$ cat src/rtl/scaler_out_packer.sv
// Packs scaled gray pixels into words and buffers them in a FWFT output FIFO.
// Ports: clk_i/rst_i (async active-low), tvalid_i/tdata_i pixel stream,
//        dest_width_i/dest_height_i frame size, m_* AXI-Stream style word
//        output (tuser = frame start, tlast = line end), overflow_o sticky
//        drop flag, frame_done_o one-cycle end-of-frame pulse.
module scaler_out_packer #(
    parameter int DATA_WIDTH   = 8,
    parameter int PIX_PER_WORD = 4,
    parameter int FIFO_DEPTH   = 16
) (
    input  logic                               clk_i,
    input  logic                               rst_i,
    input  logic                               tvalid_i,
    input  logic [DATA_WIDTH-1:0]              tdata_i,
    input  logic [15:0]                        dest_width_i,
    input  logic [15:0]                        dest_height_i,
    output logic                               m_tvalid_o,
    input  logic                               m_tready_i,
    output logic [DATA_WIDTH*PIX_PER_WORD-1:0] m_tdata_o,
    output logic                               m_tlast_o,
    output logic                               m_tuser_o,
    output logic                               overflow_o,
    output logic                               frame_done_o
);

    localparam int WW = DATA_WIDTH * PIX_PER_WORD;
    localparam int LW = (PIX_PER_WORD > 1) ? $clog2(PIX_PER_WORD) : 1;
    localparam int AW = (FIFO_DEPTH > 1) ? $clog2(FIFO_DEPTH) : 1;
    localparam int CW = AW + 1;
    localparam logic [LW-1:0] LANE_MAX = LW'(PIX_PER_WORD - 1);
    localparam logic [CW-1:0] DEPTH_C  = CW'(FIFO_DEPTH);

    logic [15:0]   x_q, y_q, w_q, h_q;
    logic [15:0]   eff_w, eff_h;
    logic          frame_start, accept, last_x, last_y, word_done;
    logic [LW-1:0] lane_q;
    logic [WW-1:0] pack_q, pack_next;
    logic          user_q;

    logic          stage_valid_q, stage_last_q, stage_user_q;
    logic [WW-1:0] stage_data_q;

    logic [WW+1:0] mem_q [FIFO_DEPTH];
    logic [AW-1:0] wr_ptr_q, rd_ptr_q;
    logic [CW-1:0] mem_cnt_q, occ;
    logic          out_valid_q, out_last_q, out_user_q;
    logic [WW-1:0] out_data_q;
    logic          overflow_q, frame_done_q;
    logic          pop, load, wr;

    // At the top-left pixel the live size applies (and gets latched);
    // everywhere else the latched size of the current frame is used.
    always_comb begin
        frame_start = (x_q == 16'd0) && (y_q == 16'd0);
        eff_w       = frame_start ? dest_width_i  : w_q;
        eff_h       = frame_start ? dest_height_i : h_q;
        accept      = tvalid_i && (eff_w != 16'd0) && (eff_h != 16'd0);
        last_x      = (x_q == eff_w - 16'd1);
        last_y      = (y_q == eff_h - 16'd1);
        word_done   = (lane_q == LANE_MAX) || last_x;
        pack_next   = pack_q;
        for (int i = 0; i < PIX_PER_WORD; i++) begin
            if (lane_q == LW'(i)) begin
                pack_next[i*DATA_WIDTH +: DATA_WIDTH] = tdata_i;
            end
        end
    end

    // Occupancy counts the word held in the output register as well.
    always_comb begin
        occ  = mem_cnt_q + CW'(out_valid_q);
        pop  = out_valid_q && m_tready_i;
        load = (mem_cnt_q != '0) && (!out_valid_q || pop);
        wr   = stage_valid_q && ((occ < DEPTH_C) || pop);
    end

    always_ff @(posedge clk_i or negedge rst_i) begin
        if (!rst_i) begin
            x_q           <= '0;
            y_q           <= '0;
            w_q           <= '0;
            h_q           <= '0;
            lane_q        <= '0;
            pack_q        <= '0;
            user_q        <= 1'b0;
            stage_valid_q <= 1'b0;
            stage_last_q  <= 1'b0;
            stage_user_q  <= 1'b0;
            stage_data_q  <= '0;
            frame_done_q  <= 1'b0;
        end else begin
            stage_valid_q <= accept && word_done;
            frame_done_q  <= accept && last_x && last_y;
            if (accept) begin
                if (frame_start) begin
                    w_q <= dest_width_i;
                    h_q <= dest_height_i;
                end
                if (last_x) begin
                    x_q <= '0;
                    y_q <= last_y ? 16'd0 : y_q + 16'd1;
                end else begin
                    x_q <= x_q + 16'd1;
                end
                if (word_done) begin
                    lane_q       <= '0;
                    pack_q       <= '0;
                    user_q       <= 1'b0;
                    stage_data_q <= pack_next;
                    stage_last_q <= last_x;
                    stage_user_q <= user_q | frame_start;
                end else begin
                    lane_q <= lane_q + LW'(1);
                    pack_q <= pack_next;
                    user_q <= user_q | frame_start;
                end
            end
        end
    end

    always_ff @(posedge clk_i) begin
        if (wr) begin
            mem_q[wr_ptr_q] <= {stage_user_q, stage_last_q, stage_data_q};
        end
    end

    always_ff @(posedge clk_i or negedge rst_i) begin
        if (!rst_i) begin
            wr_ptr_q    <= '0;
            rd_ptr_q    <= '0;
            mem_cnt_q   <= '0;
            out_valid_q <= 1'b0;
            out_last_q  <= 1'b0;
            out_user_q  <= 1'b0;
            out_data_q  <= '0;
            overflow_q  <= 1'b0;
        end else begin
            mem_cnt_q <= mem_cnt_q + CW'(wr) - CW'(load);
            if (wr) begin
                wr_ptr_q <= wr_ptr_q + AW'(1);
            end
            if (load) begin
                rd_ptr_q    <= rd_ptr_q + AW'(1);
                out_valid_q <= 1'b1;
                {out_user_q, out_last_q, out_data_q} <= mem_q[rd_ptr_q];
            end else if (pop) begin
                out_valid_q <= 1'b0;
            end
            if (stage_valid_q && !wr) begin
                overflow_q <= 1'b1;
            end
        end
    end

    assign m_tvalid_o   = out_valid_q;
    assign m_tdata_o    = out_data_q;
    assign m_tlast_o    = out_last_q;
    assign m_tuser_o    = out_user_q;
    assign overflow_o   = overflow_q;
    assign frame_done_o = frame_done_q;

endmodule

$ cat config.mk
export PLATFORM = sky130hd
export DESIGN_NAME = scaler_out_packer
export DESIGN_NICKNAME = d
export VERILOG_FILES = /design/src/rtl/scaler_out_packer.sv
export SDC_FILE = /design/constraint.sdc
export NUM_CORES = 1
export LEC_CHECK = 0
export BUFFER_PORTS_ARGS = -buffer_cell sky130_fd_sc_hd__buf_2
export CORE_ASPECT_RATIO = 1.5
export CORE_MARGIN = 3
export CORE_UTILIZATION = 35
export DETAILED_ROUTE_END_ITERATION = 12
export PLACE_DENSITY = 0.58
export SYNTH_ARGS = -nofsm -noshare
export SYNTH_HDL_FRONTEND = slang
export SYNTH_SLANG_ARGS = --single-unit
$ cat constraint.sdc
create_clock -name clk_i -period 7.6 [get_ports clk_i]
set_input_delay 0 -clock clk_i [delete_from_list [all_inputs] [get_ports clk_i]]
set_output_delay 0 -clock clk_i [all_outputs]
set_load 0.02 [all_outputs]
### After elaboration in Yosys (flattened, before gate mapping)

Memories as Yosys holds them, arrays and structs flattened. A register that Yosys moved wholly into a read port is not among the register bits.
Index checks and enable logic that the tools add are counted.

* register bits: 150
* memory bits (writable): 544
* input port bits: 44
* word-level logic and storage cells: 75
* memories: 1

Memory list
* mem_q: depth 16, bits a word 34, rd ports 1, clocked after Yosys merged registers in 1, write ports 1, RTL line 43 `logic [WW+1:0] mem_q [FIFO_DEPTH];`

* $add $sub $neg: 10
* magnitude comparators: 1
* equal/unequal tests: 5
* muxes and demuxes: 15
* bitwise gates (word level): 1
* reductions and logical operators: 25

Operators by type and width (number)
* 2-to-1 mux 16 bit: 4
* adder 16 x 1 -> 16 bit, second input constant: 2
* equality test 16 bit: 2
* logical NOT 16 bit: 2
* 2-to-1 mux 32 bit: 1
* 2-to-1 mux 8 bit: 4
* nonzero test 16 bit: 2
* subtractor 16 x 1 -> 16 bit, second input constant: 2
* adder 5 x 1 -> 5 bit: 2
* logical AND 1 bit: 10
* adder 4 x 1 -> 4 bit, second input constant: 2
* < comparator 5 bit, second input constant: 1
* 2-to-1 mux 1 bit: 5
* nonzero test 5 bit: 1
* subtractor 5 x 1 -> 5 bit: 1
* equality test 2 bit, second input constant: 2
* AND reduction 2 bit: 2
* logical NOT 1 bit: 3
* logical OR 1 bit: 3
* adder 2 x 1 -> 2 bit, second input constant: 1
* equality test 2 x 1 -> 1 bit, second input constant: 1
* logical NOT 2 bit: 1
* 2-to-1 mux 2 bit: 1
* nonzero test 2 bit: 1
* OR 1 bit: 1

### Logic depth before layout (Yosys ltp)

* depth in word-level cells: 8
* depth in mapped cells: 22
* depth with buffers taken out: 17

### Worst setup path before layout

No wires, ideal clock.

* path kind: register to register
* start: register y_q[0]
* end: register stage_data_q[18]
* setup time: 125 ps
* data arrival time: 4880 ps
* data required time: 7475 ps
* setup slack: 2595 ps
* cell stages (with the launch flop): 21
* cell sequence: dfrtp_1 -> inv_1 -> ha_1 -> nor4b_1 -> and4_1 -> buf_2 -> nand2_1 -> buf_2 -> mux2i_1 -> ha_1 -> or4b_4 -> or4_1 -> a211oi_1 -> mux2i_1 -> mux2i_1 -> nand3_1 -> nor4_2 -> nor2_2 -> inv_2 -> buf_4 -> mux2_2

* longest elaborated chain between the ends: 7
* elaborated cells on any way between the ends: 12

RTL lines
* start: declaration: RTL line 33 `logic [15:0] x_q, y_q, w_q, h_q;`
* start signal: assignment: RTL line 101 `y_q <= last_y ? 16'd0 : y_q + 16'd1;`
* logical NOT 16 bit *: RTL line 54 `frame_start = (x_q == 16'd0) && (y_q == 16'd0);`
* logical AND 1 bit *: RTL line 54
* 2-to-1 mux 16 bit
* subtractor 16 x 1 -> 16 bit or nonzero test 16 bit (tied branches): RTL line 58, 57
* equality test 16 bit or logical AND 1 bit (tied branches): RTL line 58, 57
* logical OR 1 bit or logical AND 1 bit (tied branches): RTL line 60, 57
* AND reduction 2 bit (no source line) *
* end signal: assignment: RTL line 109 `stage_data_q <= pack_next;`
* end: declaration: RTL line 41 `logic [WW-1:0] stage_data_q;`

Mark *: on every way between the ends. The rest lies on a longest branch, timed or not.
A chain may end at the register's enable or synchronous reset.

### Worst setup path after layout

* start: register x_q[0]
* end: register stage_data_q[17]

* longest elaborated chain between the ends: 7
* elaborated cells on any way between the ends: 12

RTL lines
* start: declaration: RTL line 33
* start signal: assignment: RTL line 103 `x_q <= x_q + 16'd1;`
* logical NOT 16 bit: RTL line 54
* logical AND 1 bit: RTL line 54
* 2-to-1 mux 16 bit
* subtractor 16 x 1 -> 16 bit or nonzero test 16 bit (tied branches): RTL line 58, 57
* equality test 16 bit or logical AND 1 bit (tied branches): RTL line 58, 57
* logical OR 1 bit or logical AND 1 bit (tied branches): RTL line 60, 57
* AND reduction 2 bit (no source line) *

Marks and branches as above.

==> results.md <==
- Final slew viol count: 0
- VDD IR max: 0.244 mV
- Dpl ws: 1.23 ns
- Setup Skew: 0.0254 ns
- Synthesis-stage register bit count: 728
- Post-CTS setup buffer count: 0
- Total I/O pin count: 81
- Setup violators final: 0
- Slew margin rel.: 0.186
- Antenna viol nets, final: 0
- Area occupied by multi-input gates: 9500 sq um
- Total grt overflow: 0
- TritonCTS buffer count: 74
- Antenna fix cells: 0
- Die boundary width: 249 microns
- Placed cells: 2962
- Gp weighted congestion: 0.870
- Ys async rst share: 0.253
- Register area share after synthesis: 0.677
- Initial DRC Count: 1289
- Vias: 16.8k
- Largest stage delay on the critical path: 0.60 ns
- Row count: 132
- Status: completed
- Syn. warnings: 0
- CP max-delay cell: or4b_1
- DRC: 0
- Post-route setup slack: 1.25 ns
- First drt pass iteration count: 7
- Core Box Area: 87000 sq um
- Worst hold path class: in2async
- Fillers: 7778
- Crit share post-route: 0.836
- Mean number of vias per cell: 5.34
- Largest net degree at the start of global routing: 110
- Clock Sinks: 728
- Worst EP required: 8.11 ns
- Commonest register cell after synthesis: edfxtp_1
- RSZ-0062 raised after global routing: no
- CP Data Arrival Time: 6.86 ns
- Clock root cell: clkbuf_16
- PwrDens: 354 nW/um^2
- CP Capture Type: flip-flop
- Synthesized area per cell: 17.1 sq um
- Mapped Nets: 1876
- Worst slew pin tran: 1.21 ns
- Port Buf Inserts: 80
- Initial antenna violation count: 1
- HPWL Detailed: 43000 microns
- Non-filler cells in the finished layout: 3141
- Post-Route WL: 74400 microns
- Full die area: 92100 sq um
- Post-synth EDFFs: 544
- Critical Path Start Type: flip-flop
- Yosys cell types: 76
- Maxcap violations: 0
- LEAKAGE: 12.5 nW
- Post-Synthesis Cells: 1809
- Die Ht: 370 microns
- Crit-path cells: inv_1 -> ha_1 -> nor4b_1 -> and4_1 -> nand2_1 -> mux2i_1 -> ha_1 -> or4b_1 -> or2_1 -> or4_1 -> o32a_1 -> o211ai_4 -> nor2_1 -> nor2_2 -> inv_2 -> mux2_1
- WL/cell: 23.7 microns
- CTS clk-pin slew, worst paths: 0.06 ns
- H-tree depth: 3
- Area grow syn2layout: 15.5%
- Synthesized cell area: 30900 sq um
- Share of cells above drive strength 1: 0.262
- Bufs on Longest Clock Path: 3
- Starting Density: 0.355
- Critical path class: reg2reg
- Vias in the first global route: 17.9k
- CP dominant cell by count: ha_1
- Max Fclk: 0.157 GHz
- Final nets: 2009
- CTS tree: built
- Clk_lat worst skew: 0.63 ns
- Final setup TNS: 0 ns
- Reg area: 21000 sq um
- Final hold violations: 0
- Period minus WS final: 6.35 ns
- All-layer global routing usage: 0.162
- Critical Path Fanout Max: 27
- First-pass GRT wire length: 113000 microns
[kinds of logic after synthesis]
logic type                 synth area share
AOI/OAI and AO/OA                    0.0455
xor gates and xnor gates             0.0235
adders and majority gates           0.00954
buffers and inverters                0.0175
DFF                                   0.677
muxes                                 0.162
and+or+nand+nor                      0.0656
[cell usage after synthesis, drive strengths merged (9+ instances only)]
cell | count | area share
edfxtp | 544 | 0.53
dfrtp | 184 | 0.15
mux4 | 170 | 0.12
mux2 | 87 | 0.032
nand2 | 76 | 0.0092
clkbuf | 72 | 0.0087
o21ai | 53 | 0.0086
nor2 | 47 | 0.0060
xnor2 | 46 | 0.013
a21oi | 41 | 0.0066
inv | 37 | 0.0045
xor2 | 37 | 0.010
and2 | 33 | 0.0067
nand3 | 32 | 0.0052
a21o | 31 | 0.0075
nor4 | 30 | 0.0069
buf | 27 | 0.0042
nor2b | 27 | 0.0055
ha | 22 | 0.0089
nor3 | 20 | 0.0032
mux2i | 19 | 0.0061
nand4 | 17 | 0.0036
o31ai | 16 | 0.0050
or3 | 14 | 0.0028
a2bb2oi | 13 | 0.0037
and3 | 11 | 0.0022
or4 | 9 | 0.0023
[state kept, by name (all words and copies together), names as in the netlist, 2 cells and up]
signal        count
w_q              16
rd_ptr_q          4
wr_ptr_q          4
pack_q           32
lane_q            2
h_q              16
stage_data_q     32
x_q              16
mem_q           544
y_q              16
mem_cnt_q         5
m_tdata_o        32
[stage by stage]
step	area [sq um]	util	total power [mW]	hold WS, ns
6_report	35700	0.410	12.6	0.0174
5_1_grt	35700	0.410	13.3	0.107
4_1_cts	35700	0.410	12.8	0.0489
3_5_place_dp	32700	0.376	8.91	0.149
3_3_place_gp	32700	0.376	8.81	0.136
2_1_floorplan	30900	-	7.87	-0.296
[critical path: cells and delay by family (launching register included)]
family                     cells  cell delay [ns]
AOI/OAI and AO/OA              2             0.54
muxes                          2             0.88
buffers and inverters          2             0.52
DFF                            1             0.44
adders and majority gates      2             0.47
and+or+nand+nor                8             3.35
[cell usage in the layout (no fill, tap or decap), types with 7 or more instances in the layout]
cell           instances
a221o_1                8
nand3_1               32
a2bb2oi_1             13
and3_1                11
nand2_1               76
mux2_1                13
a21o_1                31
nor3b_1                7
or3_1                 14
o21ai_0               48
clkbuf_16             74
a21oi_1               40
clkbuf_1              16
edfxtp_1             544
nor2b_1               27
mux4_2               170
and2_1                16
nor4_1                26
mux2_2                74
nor2_1                44
inv_1                 36
dfrtp_1              180
buf_4                 32
and2_2                16
ha_1                  22
or4_1                  8
xnor2_1               46
dlygate4sd3_1         43
bufinv_16             12
o31ai_1               10
xor2_1                37
nor3_1                20
clkinv_2               9
buf_2                 79
mux2i_1               19
nand4_1               16
[timing repair]
item / 4_1_cts / 5_1_grt
endpoints found under the hold margin: 201 / 0
hold buffers: 43 / 0
gates resized for setup: 0 / 0
[path summary, 6_finish.rpt]
kind | from | to | slack [ns] | cells after the start
worst min register to register | pack_q[8]$_DFFE_PN0P_ | pack_q[8]$_DFFE_PN0P_ | 0.47 | 2
max in group asynchronous | rst_i | mem_cnt_q[3]$_DFF_PN0_ | 5.94 | 3
worst max-delay path | x_q[0]$_DFFE_PN0P_ | stage_data_q[17]$_DFFE_PN0P_ | 1.25 | 16
min in group clk_i | dest_height_i[5] | h_q[5]$_DFFE_PN0P_ | 0.19 | 3
worst max register to register | x_q[0]$_DFFE_PN0P_ | stage_data_q[17]$_DFFE_PN0P_ | 1.25 | 16
worst min-delay path | rst_i | m_tdata_o[14]$_DFFE_PN0P_ | 0.02 | 2
[cell type report]
class | instances | share of cell area
Multi-Input combinational cell | 945 | 0.266
Timing Repair Buffer | 156 | 0.0308
Inverter | 37 | 0.00389
Tap cell | 1139 | 0.0399
Clock inverter | 40 | 0.0169
Clock buffer | 96 | 0.0558
Sequential cell | 728 | 0.587
[metal layers]
metal / global-route usage / vias to the layer above / share of wire
li1: - / 7397 / -
met1: 0.199 / 8837 / 0.40
met2: 0.294 / 420 / 0.53
met3: 0.0242 / 126 / 0.041
met4: 0.0526 / 0 / 0.025
met5: 0 / - / 0
[report_power, final]
part | internal (mW) | switching [mW]
logic | 1.56 | 1.43
clock network | 2.29 | 1.58
registers | 5.08 | 0.695
(Power assumes the default switching activity.)
